--- src/rtl/tmds_rx_decoder_pkg.sv ---
// TMDS receive decoder shared definitions.
// Control tokens, lane state and symbol decode helpers.
package tmds_pkg;

  localparam logic [9:0] TOK_00 = 10'h354;
  localparam logic [9:0] TOK_01 = 10'h0AB;
  localparam logic [9:0] TOK_10 = 10'h154;
  localparam logic [9:0] TOK_11 = 10'h2AB;

  typedef enum logic {
    SEARCH,
    LOCKED
  } lane_state_t;

  function automatic logic [7:0] tmds_decode8(
    input logic [9:0] sym
  );
    logic [7:0] d;
    logic [7:0] q;
    d = sym[9] ? ~sym[7:0] : sym[7:0];
    q[0] = d[0];
    for (int i = 1; i < 8; i++)
      q[i] = sym[8] ? (d[i] ^ d[i-1])
                    : ~(d[i] ^ d[i-1]);
    return q;
  endfunction

  // returns {is_token, c1, c0}
  function automatic logic [2:0] tmds_ctl_lookup(
    input logic [9:0] sym
  );
    logic [2:0] r;
    case (sym)
      TOK_00:  r = 3'b100;
      TOK_01:  r = 3'b101;
      TOK_10:  r = 3'b110;
      TOK_11:  r = 3'b111;
      default: r = 3'b000;
    endcase
    return r;
  endfunction

endpackage

--- src/rtl/tmds_rx_decoder_if.sv ---
// Raw lane input and decoded pixel output bundle
// between the RX gearbox, decoder and pixel sink.
interface tmds_rx_decoder_if;
  import tmds_pkg::*;

  logic       in_valid;
  logic [9:0] raw_r;
  logic [9:0] raw_g;
  logic [9:0] raw_b;

  logic       out_valid;
  logic [7:0] red;
  logic [7:0] green;
  logic [7:0] blue;
  logic       de;
  logic       hsync;
  logic       vsync;
  logic [3:0] ctl;
  logic [2:0] lane_locked;
  logic       locked;
  logic [3:0] slip_r;
  logic [3:0] slip_g;
  logic [3:0] slip_b;

  modport master (
    output in_valid, raw_r, raw_g, raw_b,
    input  out_valid, red, green, blue,
    input  de, hsync, vsync, ctl,
    input  lane_locked, locked,
    input  slip_r, slip_g, slip_b
  );

  modport slave (
    input  in_valid, raw_r, raw_g, raw_b,
    output out_valid, red, green, blue,
    output de, hsync, vsync, ctl,
    output lane_locked, locked,
    output slip_r, slip_g, slip_b
  );

endinterface

--- src/rtl/tmds_rx_decoder_lane_align_decode.sv ---
// One TMDS lane: bit-slip search on control tokens,
// lock tracking and two-stage symbol decode.
module tmds_lane_align_decode
  import tmds_pkg::*;
#(
  parameter int LOCK_TOKENS   = 64,
  parameter int SEARCH_WINDOW = 2048,
  parameter int MAX_GAP       = 4096
) (
  input  logic       txoutclk_internal,
  input  logic       reset,
  input  logic       in_valid,
  input  logic [9:0] raw,
  input  logic       data_en,
  output logic       tok1,
  output logic [7:0] pix,
  output logic [1:0] c,
  output logic       lane_locked,
  output logic [3:0] slip
);

  localparam int TW = $clog2(LOCK_TOKENS) + 1;
  localparam int WW = $clog2(SEARCH_WINDOW) + 1;
  localparam int GW = $clog2(MAX_GAP) + 1;

  lane_state_t state;

  logic [9:0]    prev;
  logic [19:0]   win;
  logic [9:0]    sym;
  logic [9:0]    sym1;
  logic [2:0]    look;
  logic [2:0]    look1;
  logic          hit;
  logic [TW-1:0] tok_cnt;
  logic [WW-1:0] win_cnt;
  logic [GW-1:0] gap_cnt;

  assign win  = {raw, prev};
  assign sym  = 10'(win >> slip);
  assign look = tmds_ctl_lookup(sym);
  assign hit  = look[2];
  assign look1 = tmds_ctl_lookup(sym1);

  assign lane_locked = (state == LOCKED);

  always_ff @(posedge txoutclk_internal) begin
    if (reset) begin
      state   <= SEARCH;
      prev    <= '0;
      sym1    <= '0;
      tok1    <= 1'b0;
      pix     <= '0;
      c       <= '0;
      slip    <= '0;
      tok_cnt <= '0;
      win_cnt <= '0;
      gap_cnt <= '0;
    end else if (in_valid) begin
      prev <= raw;
      sym1 <= sym;
      tok1 <= hit;
      // data_en follows the blue lane's stage-1 symbol
      if (data_en)
        pix <= tmds_decode8(sym1);
      else if (look1[2])
        c <= look1[1:0];
      unique case (state)
        SEARCH: begin
          if (hit && tok_cnt == TW'(LOCK_TOKENS - 1)) begin
            state   <= LOCKED;
            tok_cnt <= '0;
            win_cnt <= '0;
            gap_cnt <= '0;
          end else if (win_cnt == WW'(SEARCH_WINDOW - 1)) begin
            slip    <= (slip == 4'd9) ? 4'd0 : slip + 4'd1;
            tok_cnt <= '0;
            win_cnt <= '0;
          end else begin
            win_cnt <= win_cnt + WW'(1);
            tok_cnt <= tok_cnt + TW'(hit);
          end
        end
        LOCKED: begin
          if (hit) begin
            gap_cnt <= '0;
          end else if (gap_cnt == GW'(MAX_GAP - 1)) begin
            state   <= SEARCH;
            tok_cnt <= '0;
            win_cnt <= '0;
            gap_cnt <= '0;
          end else begin
            gap_cnt <= gap_cnt + GW'(1);
          end
        end
      endcase
    end
  end

endmodule

--- src/rtl/tmds_rx_decoder.sv ---
// Three-lane TMDS receive decoder: per-lane alignment,
// lane lock combine and sync/control mapping.
module tmds_rx_decoder
  import tmds_pkg::*;
#(
  parameter int LOCK_TOKENS   = 64,
  parameter int SEARCH_WINDOW = 2048,
  parameter int MAX_GAP       = 4096
) (
  input logic               txoutclk_internal,
  input logic               reset,
  tmds_rx_decoder_if.slave  bus
);

  logic       tok1_r, tok1_g, tok1_b;
  logic       lk_r, lk_g, lk_b;
  logic [1:0] c_r, c_g, c_b;
  logic       data_en;
  logic       de_q;
  logic       acc_q;

  assign data_en = ~tok1_b;

  tmds_lane_align_decode #(
    .LOCK_TOKENS  (LOCK_TOKENS),
    .SEARCH_WINDOW(SEARCH_WINDOW),
    .MAX_GAP      (MAX_GAP)
  ) u_lane_r (
    .txoutclk_internal(txoutclk_internal),
    .reset      (reset),
    .in_valid   (bus.in_valid),
    .raw        (bus.raw_r),
    .data_en    (data_en),
    .tok1       (tok1_r),
    .pix        (bus.red),
    .c          (c_r),
    .lane_locked(lk_r),
    .slip       (bus.slip_r)
  );

  tmds_lane_align_decode #(
    .LOCK_TOKENS  (LOCK_TOKENS),
    .SEARCH_WINDOW(SEARCH_WINDOW),
    .MAX_GAP      (MAX_GAP)
  ) u_lane_g (
    .txoutclk_internal(txoutclk_internal),
    .reset      (reset),
    .in_valid   (bus.in_valid),
    .raw        (bus.raw_g),
    .data_en    (data_en),
    .tok1       (tok1_g),
    .pix        (bus.green),
    .c          (c_g),
    .lane_locked(lk_g),
    .slip       (bus.slip_g)
  );

  tmds_lane_align_decode #(
    .LOCK_TOKENS  (LOCK_TOKENS),
    .SEARCH_WINDOW(SEARCH_WINDOW),
    .MAX_GAP      (MAX_GAP)
  ) u_lane_b (
    .txoutclk_internal(txoutclk_internal),
    .reset      (reset),
    .in_valid   (bus.in_valid),
    .raw        (bus.raw_b),
    .data_en    (data_en),
    .tok1       (tok1_b),
    .pix        (bus.blue),
    .c          (c_b),
    .lane_locked(lk_b),
    .slip       (bus.slip_b)
  );

  always_ff @(posedge txoutclk_internal) begin
    if (reset) begin
      de_q  <= 1'b0;
      acc_q <= 1'b0;
    end else begin
      acc_q <= bus.in_valid;
      if (bus.in_valid)
        de_q <= data_en;
    end
  end

  // red/green token flags only steer their own ctl hold
  logic unused_tok;
  assign unused_tok = tok1_r ^ tok1_g;

  assign bus.de          = de_q;
  assign bus.hsync       = c_b[0];
  assign bus.vsync       = c_b[1];
  assign bus.ctl         = {c_r, c_g};
  assign bus.lane_locked = {lk_b, lk_g, lk_r};
  assign bus.locked      = lk_r & lk_g & lk_b;
  assign bus.out_valid   = acc_q & bus.locked;

endmodule
--- src/flat_wrapper.sv ---
// flat-port wrapper written by rule: the top's interface ports become plain ports
module tmds_rx_decoder_flat import tmds_pkg::*;
#(
  parameter int LOCK_TOKENS   = 64,
  parameter int SEARCH_WINDOW = 2048,
  parameter int MAX_GAP       = 4096
)
  (txoutclk_internal, reset, bus_in_valid, bus_raw_r, bus_raw_g, bus_raw_b, bus_out_valid, bus_red, bus_green, bus_blue, bus_de, bus_hsync, bus_vsync, bus_ctl, bus_lane_locked, bus_locked, bus_slip_r, bus_slip_g, bus_slip_b);
  tmds_rx_decoder_if bus_i ();
  input logic txoutclk_internal;
  input logic reset;
  input wire logic [$bits(bus_i.in_valid)-1:0] bus_in_valid;
  input wire logic [$bits(bus_i.raw_r)-1:0] bus_raw_r;
  input wire logic [$bits(bus_i.raw_g)-1:0] bus_raw_g;
  input wire logic [$bits(bus_i.raw_b)-1:0] bus_raw_b;
  output wire logic [$bits(bus_i.out_valid)-1:0] bus_out_valid;
  output wire logic [$bits(bus_i.red)-1:0] bus_red;
  output wire logic [$bits(bus_i.green)-1:0] bus_green;
  output wire logic [$bits(bus_i.blue)-1:0] bus_blue;
  output wire logic [$bits(bus_i.de)-1:0] bus_de;
  output wire logic [$bits(bus_i.hsync)-1:0] bus_hsync;
  output wire logic [$bits(bus_i.vsync)-1:0] bus_vsync;
  output wire logic [$bits(bus_i.ctl)-1:0] bus_ctl;
  output wire logic [$bits(bus_i.lane_locked)-1:0] bus_lane_locked;
  output wire logic [$bits(bus_i.locked)-1:0] bus_locked;
  output wire logic [$bits(bus_i.slip_r)-1:0] bus_slip_r;
  output wire logic [$bits(bus_i.slip_g)-1:0] bus_slip_g;
  output wire logic [$bits(bus_i.slip_b)-1:0] bus_slip_b;
  assign bus_i.in_valid = bus_in_valid;
  assign bus_i.raw_r = bus_raw_r;
  assign bus_i.raw_g = bus_raw_g;
  assign bus_i.raw_b = bus_raw_b;
  assign bus_out_valid = bus_i.out_valid;
  assign bus_red = bus_i.red;
  assign bus_green = bus_i.green;
  assign bus_blue = bus_i.blue;
  assign bus_de = bus_i.de;
  assign bus_hsync = bus_i.hsync;
  assign bus_vsync = bus_i.vsync;
  assign bus_ctl = bus_i.ctl;
  assign bus_lane_locked = bus_i.lane_locked;
  assign bus_locked = bus_i.locked;
  assign bus_slip_r = bus_i.slip_r;
  assign bus_slip_g = bus_i.slip_g;
  assign bus_slip_b = bus_i.slip_b;
  tmds_rx_decoder #(.LOCK_TOKENS(LOCK_TOKENS), .SEARCH_WINDOW(SEARCH_WINDOW), .MAX_GAP(MAX_GAP)) u_core (.txoutclk_internal(txoutclk_internal), .reset(reset), .bus(bus_i));
endmodule
--- config.mk ---
export PLATFORM = sky130hd
export DESIGN_NAME = tmds_rx_decoder_flat
export DESIGN_NICKNAME = d
export VERILOG_FILES = /design/src/rtl/tmds_rx_decoder_pkg.sv /design/src/rtl/tmds_rx_decoder_if.sv /design/src/rtl/tmds_rx_decoder_lane_align_decode.sv /design/src/rtl/tmds_rx_decoder.sv /design/src/flat_wrapper.sv
export SDC_FILE = /design/constraint.sdc
export NUM_CORES = 1
export LEC_CHECK = 0
export ABC_CLOCK_PERIOD_IN_PS = 4200
export CORE_AREA = 2 2 148 150
export CTS_CLUSTER_DIAMETER = 100
export DETAILED_ROUTE_END_ITERATION = 8
export DIE_AREA = 0 0 150 152
export GPL_ROUTABILITY_DRIVEN = 1
export PLACE_DENSITY = 0.8
export SETUP_SLACK_MARGIN = 0.05
export SYNTH_ARGS = -nofsm -noshare
export SYNTH_HDL_FRONTEND = slang
export SYNTH_SLANG_ARGS = --single-unit
--- constraint.sdc ---
create_clock -name txoutclk_internal -period 4.2 [get_ports txoutclk_internal]
set_input_delay 0.63 -clock txoutclk_internal [delete_from_list [all_inputs] [get_ports txoutclk_internal]]
set_output_delay 0.63 -clock txoutclk_internal [all_outputs]
set_load 0.05 [all_outputs]
* Yosys cells after proc, flatten, opt, wreduce, memory -nomap -nowiden
Index checks and enable logic that the tools add are counted.
** Word-level totals
- Register bits after elaboration :: 204
- Output and inout bits :: 48
** Cells by class
- Add/sub/neg operators :: 12
- Equal/unequal tests :: 45
- Shift operators :: 3
- Muxes and demuxes :: 87
- Bitwise gates (word level) :: 55
- Reductions and logical operators :: 16
** Operators by type and width (number)
- $mux 12 :: 12
- $eq 10x10->1 const B :: 12
- $mux 13 :: 9
- $mux 7 :: 12
- $pmux 13 s2 :: 3
- $pmux 12 s2 :: 3
- $pmux 3 s4 :: 6
- $eq 10x8->1 const B :: 6
- $eq 10x9->1 const B :: 6
- $shr 20x4->10 :: 3
- $pmux 7 s2 :: 3
- $add 13x1->13 const B :: 3
- $eq 13x12->1 const B :: 3
- $add 12x1->12 const B :: 3
- $eq 12x11->1 const B :: 3
- $mux 1 :: 30
- $not 1->1 :: 28
- $mux 8 :: 3
- $not 8->8 :: 3
- $add 7x1->7 :: 3
- $eq 7x6->1 const B :: 3
- $xor 1x1->1 :: 21
- $reduce_and 3->1 :: 6
- $add 4x1->4 const B :: 3
- other kinds (9) :: 31

* Depth between registers and ports, before layout
Gate-level depths: netlist of the first run.
- Depth after elaboration :: 7
- Mapped depth :: 17

* Hierarchy
A second synthesis of the first run with hierarchy kept.
** Unflattened totals
- Cells, all modules :: 1427
- Area total of the unflattened synthesis :: 13133.8 µm²
** Modules (own cells, without submodules)
- tmds_lane_align_decode at u_core.u_lane_g :: times used 1, cells an instance 477, area each 4441.8 µm²
- tmds_lane_align_decode at u_core.u_lane_b :: times used 1, cells an instance 470, area each 4317.9 µm²
- tmds_lane_align_decode at u_core.u_lane_r :: times used 1, cells an instance 469, area each 4270.3 µm²
- tmds_rx_decoder :: times used 1, cells an instance 11, area each 103.8 µm²

* Worst setup path before layout of the first run
OpenSTA, ideal clock, no wires.
- Path kind :: register to register
- Start point :: reg u_core.u_lane_r.slip[1]
- End point :: reg u_core.u_lane_r.tok_cnt[6]
- Library setup time :: 0.117 ns
- Arrival time :: 3.920 ns
- Required time :: 4.083 ns
- Slack :: 0.164 ns
- Stages on the path, launching flop included :: 17
- Buffers on the path :: 3
- Cells stage by stage :: dfxtp_1 buf_2 clkbuf_1 mux4_2 a22oi_1 o221ai_1 or4_1 or3_1 clkbuf_1 nand2_1 ha_1 ha_1 nand3_1 nor2_1 inv_1 a31o_1 a22o_1
** Between the ends
- Word-level cells in the longest chain between the ends :: 7
** RTL lines
- from (decl) :: RTL line tmds_rx_decoder_lane_align_decode.sv:19 : output logic [3:0] slip
- from (signal assigned) :: RTL line tmds_rx_decoder_lane_align_decode.sv:76 : slip <= (slip == 4'd9) ? 4'd0 : slip + 4'd1;
- $shr 20x4->10 (*) :: RTL line tmds_rx_decoder_lane_align_decode.sv:40 : assign sym = 10'(win >> slip);
- $eq 10x10->1 (tied with other cells) :: RTL line tmds_rx_decoder_pkg.sv:33 : case (sym)
- $pmux 3 s4 (*) :: RTL line tmds_rx_decoder_pkg.sv:33
- $add 7x1->7 :: RTL line tmds_rx_decoder_lane_align_decode.sv:81 : tok_cnt <= tok_cnt + TW'(hit);
- $mux 7 :: RTL line tmds_rx_decoder_lane_align_decode.sv:75 : end else if (win_cnt == WW'(SEARCH_WINDOW - 1)) begin
- $mux 7 :: RTL line tmds_rx_decoder_lane_align_decode.sv:70 : if (hit && tok_cnt == TW'(LOCK_TOKENS - 1)) begin
- $pmux 7 s2 :: RTL line tmds_rx_decoder_lane_align_decode.sv:68 : unique case (state)
- to (signal assigned) :: RTL line tmds_rx_decoder_lane_align_decode.sv:81
- to (decl) :: RTL line tmds_rx_decoder_lane_align_decode.sv:35 : logic [TW-1:0] tok_cnt;
Every way passes the cells marked *; elsewhere a longest branch is shown, timed or not.
A chain may end at the register's enable or synchronous reset.

* Worst setup path after layout of the first run
- Start point :: reg u_core.u_lane_r.slip[0]
- End point :: reg u_core.u_lane_r.tok_cnt[6]
The elaborated chain is that of the path after synthesis.

==> impl_metrics.yaml, run 1 <==
setup_path:
  cp.depth: 13
  startpoint_type: "register"
  critical_path_buf_inv_count: 1
  cpPeakStageDelay_ns: 0.70
  crit_fanout: 10
  crit_slowest_cell: "mux4_1"
  worstPathArrival_ns: 4.36
  worstSetupPathType: "register to register"
  critPathCaptureType: "register"
  r2r.worst_path.cells: 13
  path_cells: "mux4_1 -> mux2_2 -> mux2_2 -> or3_4 -> or3_1 -> nand2_1 -> ha_1 -> ha_1 -> nand3_1 -> nor2_1 -> inv_1 -> a31o_1 -> a22o_1"
  crit_family: "multiplexers"
  critical_path_required_ns: 4.60
clocking:
  clock_latency_ns: 0.51
  cts_sinks: 204
  ctsRootBufferMaster: "clkbuf_16"
  cts_tree: "built"
  hold_buffers: 0
  clk_path_buf_depth: 3
  clk_pin_slew_ns: 0.06
  cts_buffers: 23
  cts_htree_levels: 1
die:
  die_area_um2: 22800
  initial_core_util_pct: 58.7
  die_w_um: 150
  pin_count: 81
  core-area_um2: 21400
  num_rows: 54
  die_h_um: 152
logic_synthesis:
  synth_cell_types: 84
  synth_nets: 1446
  synth-edff-count: 0
  synth_seq_cells: 204
  synth_warnings: 0
  syn_area_um2: 12500
  synthArstFlopShare_pct: 0
  yosysMostFrequentCell: "dfxtp_1"
  synth_top_area_share_pct: 32.6
  seq_area_frac_synth_pct: 32.6
  synth_area_leaders: "dfxtp_1 (33%), mux4_2 (11%), mux2i_1 (7.0%), nor2_1 (5.0%), ha_1 (3.6%)"
  ys.flop_type: "dfxtp_1"
  avgSynthCellArea_um2: 9.10
  synth_common_cells: "dfxtp_1 (204), nor2_1 (166), nand2_1 (112), mux2i_1 (88), nand3_1 (73)"
  synthCells: 1377
  yosys.area.top_type: "dfxtp_1"
sta:
  worst_pin_slew_ns: 1.21
  maxSlewHeadroom_pct: 18.9
  fmax_mhz: 252
  hold_viol: 0
  drv_slew: 0
  finalCritPeriodShare_pct: 94.3
  hold_slack_ns: 0.414
  timing.final.ws_setup_ns: 0.238
  rsz0062_at_grt: "false"
  skew_ns: 0.00979
  finalSetupViolCount: 0
  min_period_ns: 3.96
  fin_tns_setup_ns: 0
run:
  cap_violations: 0
power:
  total_power_mw: 4.72
  power.density_nw_per_um2: 326
  p_leak_nw: 5.41
  peakVddDrop_uv: 378
detailed_routing:
  routed_via_density: 6.31
  wirelength_um: 30500
  wl_per_cell_um: 17.5
  firstDrtPassIters: 5
  ant_nets: 0
  num_vias: 10984
  remaining_drc_errors: 0
  dr.first_iter.drc_count: 858
finish:
  final_cells: 1742
  fillers: 1697
  antenna_cells: 0
  nets: 1515
  areaGrowthSynthToFinish_pct: 15.4
  final_util_pct: 67.8
  drive_gt1_share_pct: 13.3
  design_area_um2: 14500
global_routing:
  gr-total-overflow: 0
  antenna_found_initial: 0
  grt.total_usage_pct: 26.7
  grt_max_degree: 63
  grt_pass1_wl_um: 51200
  first_global_vias: 10240
worst_hold_path:
  holdPathStages: 2
  min_path_type: "input port to register"
place:
  dp_slack_ns: 0.0317
  routabilityCongestion: 0.927
  hpwlAfterDp_um: 21300
  place_inst: 1701
  io_buffers: 80
  place_area_um2: 13700
status:
  status: "finished clean"
## layout by cell type (no fill, tap or decap), types with 13 or more instances in the layout
master           count
a211oi_1            25
a21oi_1             32
a22o_1              13
a31oi_1             25
and3_1              24
buf_4               50
clkbuf_16           23
clkdlybuf4s50_1     78
dfxtp_1            203
ha_1                36
inv_1               57
mux2_2              17
mux2i_1             88
mux4_2              59
nand2_1            112
nand3_1             73
nand3b_1            13
nand4_1             20
nor2_1             165
nor3_1              19
o21ai_0             37
or3_1               14
xnor2_1             30
xor2_1              14
## state kept, by name (all words and copies together) (netlist names), 12 cells and up
name                     cells
u_core.u_lane_b.gap_cnt     13
u_core.u_lane_r.gap_cnt     13
u_core.u_lane_r.win_cnt     12
u_core.u_lane_g.win_cnt     12
u_core.u_lane_g.gap_cnt     13
u_core.u_lane_b.win_cnt     12
## area by class of cell
type	count	area, µm²	area share, %
clock buffer	34	697	4.82
clock inverter	7	90.1	0.622
inverter	59	221	1.53
multi-input combinational	1029	7850	54.3
sequential	204	4090	28.2
tap	280	350	2.42
timing repair buffer	129	1180	8.13
## metal layers
| metal | vias to the layer above | track usage [%] | part of all wire (%) |
|---|---|---|---|
| met5 | - | 0 | 0 |
| met4 | 0 | 5.80 | 1.8 |
| met3 | 58 | 3.45 | 6.2 |
| met2 | 358 | 43.2 | 47 |
| met1 | 5302 | 38.3 | 45 |
| li1 | 5266 | - | - |
## cells by family after synthesis
family / Yosys count / synth area share [%]
flops: 204 / 32.6
mux: 171 / 20.5
fa+ha+maj: 36 / 3.59
compound gates: 245 / 14.1
buf+inv: 144 / 4.89
simple gates: 533 / 21.3
xor+xnor: 44 / 3.07
## repair_timing
action                                  4_1_cts  5_1_grt
endpoints found under the setup margin        0        1
gates resized for setup                       0        1
setup buffers                                 0        0
## power by group
group | internal, mW | switching [mW]
clock network | 1.27 | 0.804
registers | 2.00 | 0.0712
logic | 0.244 | 0.335
total | 3.51 | 1.21
## path summary, 6_finish.rpt
path | startpoint | to | slack (ns)
worst min register to register | u_core.u_lane_g.gap_cnt[12] | u_core.u_lane_g.gap_cnt[12] | 0.44
worst max-delay path | u_core.u_lane_r.slip[0] | u_core.u_lane_r.tok_cnt[6] | 0.24
worst max register to register | u_core.u_lane_r.slip[0] | u_core.u_lane_r.tok_cnt[6] | 0.24
worst min-delay path | bus_in_valid | u_core.u_lane_b.tok1 | 0.41
Note: power is estimated with default switching activity, not from simulation.
==> run 2: changes to the inputs <==
--- a/config.mk
+++ b/config.mk
@@ -12,4 +12,5 @@
 export DIE_AREA = 0 0 150 152
 export GPL_ROUTABILITY_DRIVEN = 1
+export GPL_TIMING_DRIVEN = 0
 export PLACE_DENSITY = 0.8
 export SETUP_SLACK_MARGIN = 0.05
==> constraint.sdc (replaced) <==
create_clock -name txoutclk_internal -period 4.2 [get_ports txoutclk_internal]
set_input_delay 0.84 -clock txoutclk_internal [delete_from_list [all_inputs] [get_ports txoutclk_internal]]
set_output_delay 0.84 -clock txoutclk_internal [all_outputs]
set_load 0.05 [all_outputs]
==> run 2 against run 1 <==
First-iteration DRC count up 2.8%. Clock power fell by 5%. Largest cell class unchanged. Fmax is 0.46% lower. Register-to-register slack gained 0.02 ns. Via count grew 3.5%. Highest routed layer unchanged.
==> impl_metrics.yaml, run 2 (same netlist as run 1, synthesis figures left out) <==
clocking:
  cts_htree_levels: 1
  clock_latency_ns: 0.51
  cts_sinks: 204
  ctsRootBufferMaster: "clkbuf_16"
  cts_tree: "built"
  cts_buffers: 23
  clk_pin_slew_ns: 0.06
  clk_path_buf_depth: 3
die:
  initial_core_util_pct: 58.7
  die_w_um: 150
  die_area_um2: 22800
  die_h_um: 152
  core-area_um2: 21400
  pin_count: 81
  num_rows: 54
global_routing:
  grt_most_used_layer: "met2"
  use_met2_pct: 49.3
  grt.total_usage_pct: 30.5
  first_global_vias: 10794
  use_met1_pct: 42.2
  grt_pass1_wl_um: 56400
  grt_max_degree: 14
  met3_usage_pct: 4.74
  antenna_found_initial: 0
  gr-total-overflow: 0
finish:
  nets: 1549
  areaGrowthSynthToFinish_pct: 15.6
  top_regs: "u_core.u_lane_b.gap_cnt: 13 flops, u_core.u_lane_g.gap_cnt: 13 flops, u_core.u_lane_r.gap_cnt: 13 flops"
  final_cells: 1775
  drive_gt1_share_pct: 12.2
  seqCellArea_um2: 4080
  design_area_um2: 14500
  multiInputGateArea_um2: 7900
  final_util_pct: 67.9
  final_common_cell: "dfxtp_1"
  antenna_cells: 0
  fillers: 1756
  final_cell_mix: "dfxtp_1 (204), nor2_1 (165), nand2_1 (112)"
sta:
  hold_viol: 0
  worst_pin_slew_ns: 1.19
  maxSlewHeadroom_pct: 20.3
  timing.final.ws_setup_ns: 0.220
  finalCritPeriodShare_pct: 94.8
  hold_slack_ns: 0.436
  drv_slew: 0
  fmax_mhz: 251
  skew_ns: 0.0106
  rsz0062_at_grt: "false"
  min_period_ns: 3.98
  finalSetupViolCount: 0
detailed_routing:
  ant_nets: 0
  num_vias: 11368
  firstDrtPassIters: 5
  remaining_drc_errors: 0
  wl_per_cell_um: 19.6
  routed_via_density: 6.40
  wirelength_um: 34800
  dr.first_iter.drc_count: 882
power:
  p_leak_nw: 5.40
  peakVddDrop_uv: 315
  power.density_nw_per_um2: 319
setup_path:
  startpoint_type: "input port"
  r2r-start: "u_core.u_lane_r.slip[0]"
  worstSetupPathType: "input port to register"
  critPathCaptureType: "register"
  worstPathArrival_ns: 4.39
  critPathLaunch: "bus_raw_r[8]"
  critical_path_required_ns: 4.61
  crit_fanout: 7
place:
  io_buffers: 78
  place_inst: 1735
  routabilityCongestion: 0.939
  dp_slack_ns: -0.675
  hpwlAfterDp_um: 24900
  place_area_um2: 13700
worst_hold_path:
  min_path_type: "register to register"
  hold_start: "u_core.u_lane_g.gap_cnt[12]"
status:
  status: "finished clean"
run:
  cap_violations: 0
run 2: worst max-delay path, stage by stage:
cell and delay [ns]:
clkdlybuf4s50_1 0.50, mux4_1 0.57, mux4_2 0.54, nor2_1 0.17, nand3_1 0.38, nand2_1 0.23, ha_1 0.22, ha_2 0.23
nand3_1 0.14, nor2_1 0.12, inv_1 0.06, a31o_1 0.21, a22o_1 0.17
run 2: metal layers:
metal  vias up  share of wire, %
met5         -                 0
met4         0               2.7
met3        88               7.3
met2       500                47
met1      5448                43
li1       5332                 -
run 2: through the flow:
step | total power, mW | setup TNS [ns]
2_1_floorplan | 2.48 | 0
3_3_place_gp | 2.68 | -9.37
3_5_place_dp | 2.69 | -13.63
4_1_cts | 4.63 | 0
5_1_grt | 4.76 | 0
6_report | 4.63 | 0
run 2: cell type report:
cell class / instances / area share, %
Sequential cell: 204 / 28.2
Tap cell: 280 / 2.42
Multi-Input combinational cell: 1029 / 54.5
Clock inverter: 8 / 0.518
Timing Repair Buffer: 80 / 5.60
Inverter: 59 / 1.53
Buffer: 83 / 2.81
Clock buffer: 32 / 4.48
run 2: timing repair:
item,4_1_cts,5_1_grt
setup buffers,0,2
hold buffers,0,0
setup endpoints to repair,5,33
pin swaps,0,2
gates resized for setup,8,32
run 2: final timing paths:
kind / end / slack, ns / cells past startpoint
max: u_core.u_lane_r.tok_cnt[6] / 0.22 / 13
min: u_core.u_lane_g.gap_cnt[12] / 0.44 / 2
max reg2reg: u_core.u_lane_r.tok_cnt[6] / 0.26 / 15
min reg2reg: u_core.u_lane_g.gap_cnt[12] / 0.44 / 2
run 2: power breakdown:
part / internal (mW) / switching, mW / total (mW)
sequential: 2.00 / 0.0699 / 2.07
clock: 1.14 / 0.817 / 1.96
combinational: 0.240 / 0.365 / 0.605
==> run 3: changes to the inputs <==
ABC_CLOCK_PERIOD_IN_PS = 5100   (was 4200)
CORE_AREA = 2 2 150 152   (was 2 2 148 150)
CTS_CLUSTER_DIAMETER = unset   (was 100)
DIE_AREA = 0 0 152 154   (was 0 0 150 152)
PLACE_DENSITY = 0.81   (was 0.8)
SYNTH_HIERARCHICAL = 1   (was unset)
clock period = 5.1 ns   (was 4.2 ns; I/O delays follow)
==> run 3 against run 2 <==
Via count grew 3.3%. Power shrank 16%. Utilization grew 1.2 points. Synthesized area grew 4.2%. First-iteration DRC count grew 11%. Cell area grew 3.4%. Setup slack gained 0.34 ns. Die area grew 2.7%. Register-to-register slack gained 0.79 ns. Critical path depth grew 1. Synthesized cell count grew 3.1%. Flip-flop and latch count is the same. Largest cell class unchanged. Highest routed layer is now met5.
==> impl_metrics.yaml, run 3 <==
detailed_routing:
  wirelength_um: 33500
  wl_per_cell_um: 18.3
  routed_via_density: 6.43
  ant_nets: 0
  num_vias: 11739
  firstDrtPassIters: 5
  remaining_drc_errors: 0
  dr.first_iter.drc_count: 981
clocking:
  post-cts-setup-buffers: 0
  ctsRootBufferMaster: "clkbuf_16"
  clk_pin_slew_ns: 0.06
  clock_latency_ns: 0.51
  cts_resized: 0
  cts_sinks: 204
  cts_htree_levels: 1
  cts_buffers: 24
  cts_tree: "built"
  clk_path_buf_depth: 3
  hold_buffers: 0
global_routing:
  grt.total_usage_pct: 27.7
  gr-total-overflow: 0
  grt_max_degree: 14
  grt_pass1_wl_um: 55200
  antenna_found_initial: 2
  first_global_vias: 11141
place:
  routabilityCongestion: 0.946
  hpwlAfterDp_um: 24300
  io_buffers: 80
sta:
  skew_ns: 0.00849
  fin_tns_setup_ns: 0
  worst_pin_slew_ns: 1.26
  finalCritPeriodShare_pct: 89.0
  maxSlewHeadroom_pct: 15.5
  fmax_mhz: 220
  drv_slew: 0
  rsz0062_at_grt: "false"
  finalSetupViolCount: 0
  min_period_ns: 4.54
  hold_slack_ns: 0.454
  hold_viol: 0
power:
  total_power_mw: 3.88
  p_leak_nw: 5.30
  peakVddDrop_uv: 267
  power.density_nw_per_um2: 259
die:
  core-area_um2: 21700
  die_area_um2: 23400
  die_w_um: 152
  num_rows: 54
  initial_core_util_pct: 60.2
  pin_count: 81
  die_h_um: 154
finish:
  drive_gt1_share_pct: 14.3
  fillers: 1713
  final_common_cell: "dfxtp_1"
  top_regs: "u_core/u_lane_b/gap_cnt: 13 flops, u_core/u_lane_g/gap_cnt: 13 flops, u_core/u_lane_r/gap_cnt: 13 flops"
  final_cell_mix: "dfxtp_1 (204), nor2_1 (151), nand2_1 (96)"
  areaGrowthSynthToFinish_pct: 14.8
  nets: 1587
setup_path:
  crit_slowest_cell: "clkdlybuf4s50_1"
  critical_path_required_ns: 5.48
  worstSetupPathType: "input port to register"
  crit_family: "simple AND/OR/NAND/NOR gates"
  cpPeakStageDelay_ns: 0.55
  startpoint_type: "input port"
  crit_fanout: 6
  critical_path_buf_inv_count: 1
  worstPathArrival_ns: 4.91
  critPathCaptureType: "register"
  path_cells: "clkdlybuf4s50_1 -> mux4_2 -> mux2i_1 -> mux2_2 -> or4_4 -> nor4_4 -> or2_1 -> ha_1 -> ha_1 -> nand3_1 -> nor2_1 -> nor2_1 -> o21ai_0 -> a21oi_1"
  cp.depth: 14
  r2r.worst_path.cells: 14
worst_hold_path:
  holdPathStages: 2
  min_path_type: "register to register"
logic_synthesis:
  syn_area_um2: 13100
  synth_warnings: 6
  synth_nets: 1481
  synthCells: 1420
  avgSynthCellArea_um2: 9.20
run:
  cap_violations: 0
status:
  status: "finished clean"
[run 3: final timing paths]
| check | from | end | slack (ns) |
|---|---|---|---|
| setup / recovery | bus_raw_b[1] | u_core/u_lane_b/tok_cnt[6] | 0.56 |
| hold / removal | u_core/u_lane_r/gap_cnt[12] | u_core/u_lane_r/gap_cnt[12] | 0.45 |
| setup reg to reg | u_core/u_lane_b/slip[2] | u_core/u_lane_b/tok_cnt[6] | 1.05 |
| hold reg to reg | u_core/u_lane_r/gap_cnt[12] | u_core/u_lane_r/gap_cnt[12] | 0.45 |
[run 3: layout make-up]
| type | count | area, µm² | share of cell area [%] |
|---|---|---|---|
| clock buffer | 32 | 692 | 4.61 |
| sequential | 204 | 4080 | 27.2 |
| buffer | 96 | 558 | 3.72 |
| timing repair buffer | 80 | 801 | 5.34 |
| antenna | 1 | 2.50 | 0.0167 |
| inverter | 71 | 267 | 1.78 |
| multi-input combinational | 1049 | 8160 | 54.4 |
| tap | 280 | 350 | 2.34 |
| clock inverter | 12 | 83.8 | 0.559 |
[run 3: metal layers]
layer | vias up | wire (µm) | global-route usage [%]
li1 | 5517 | - | -
met2 | 538 | 15900 | 46.6
met5 | - | 7 | 0
met1 | 5601 | 14000 | 36.3
met4 | 2 | 1010 | 10.6
met3 | 81 | 2530 | 4.14
[run 3: through the flow]
step           instances  utilization (%)  worst slack [ns]  cell area, µm²
2_1_floorplan       1420                -              1.08           13100
3_3_place_gp        1780             65.6             0.155           14200
3_5_place_dp        1780             65.6            0.0917           14200
4_1_cts             1824             69.1             0.601           15000
5_1_grt             1824             69.1             0.285           15000
6_report            1825             69.1             0.562           15000
[run 3: report_power, final]
| group | total, mW | internal [mW] | switching [mW] | leakage (nW) |
|---|---|---|---|---|
| sequential | 1.70 | 1.65 | 0.0556 | 1.66 |
| clock | 1.65 | 0.963 | 0.691 | 0.376 |
| combinational | 0.528 | 0.217 | 0.311 | 3.26 |
| total | 3.88 | 2.83 | 1.06 | 5.30 |
[run 3: worst register-to-register path: stages (launching register included)]
cell and delay (ns):
dfxtp_1 0.37, buf_4 0.22, mux4_2 0.52, mux2i_1 0.40, mux2_2 0.39, or4_4 0.46, nor4_4 0.33, or2_1 0.22
ha_1 0.19, ha_1 0.19, nand3_1 0.14, nor2_1 0.15, nor2_1 0.06, o21ai_0 0.19, a21oi_1 0.08
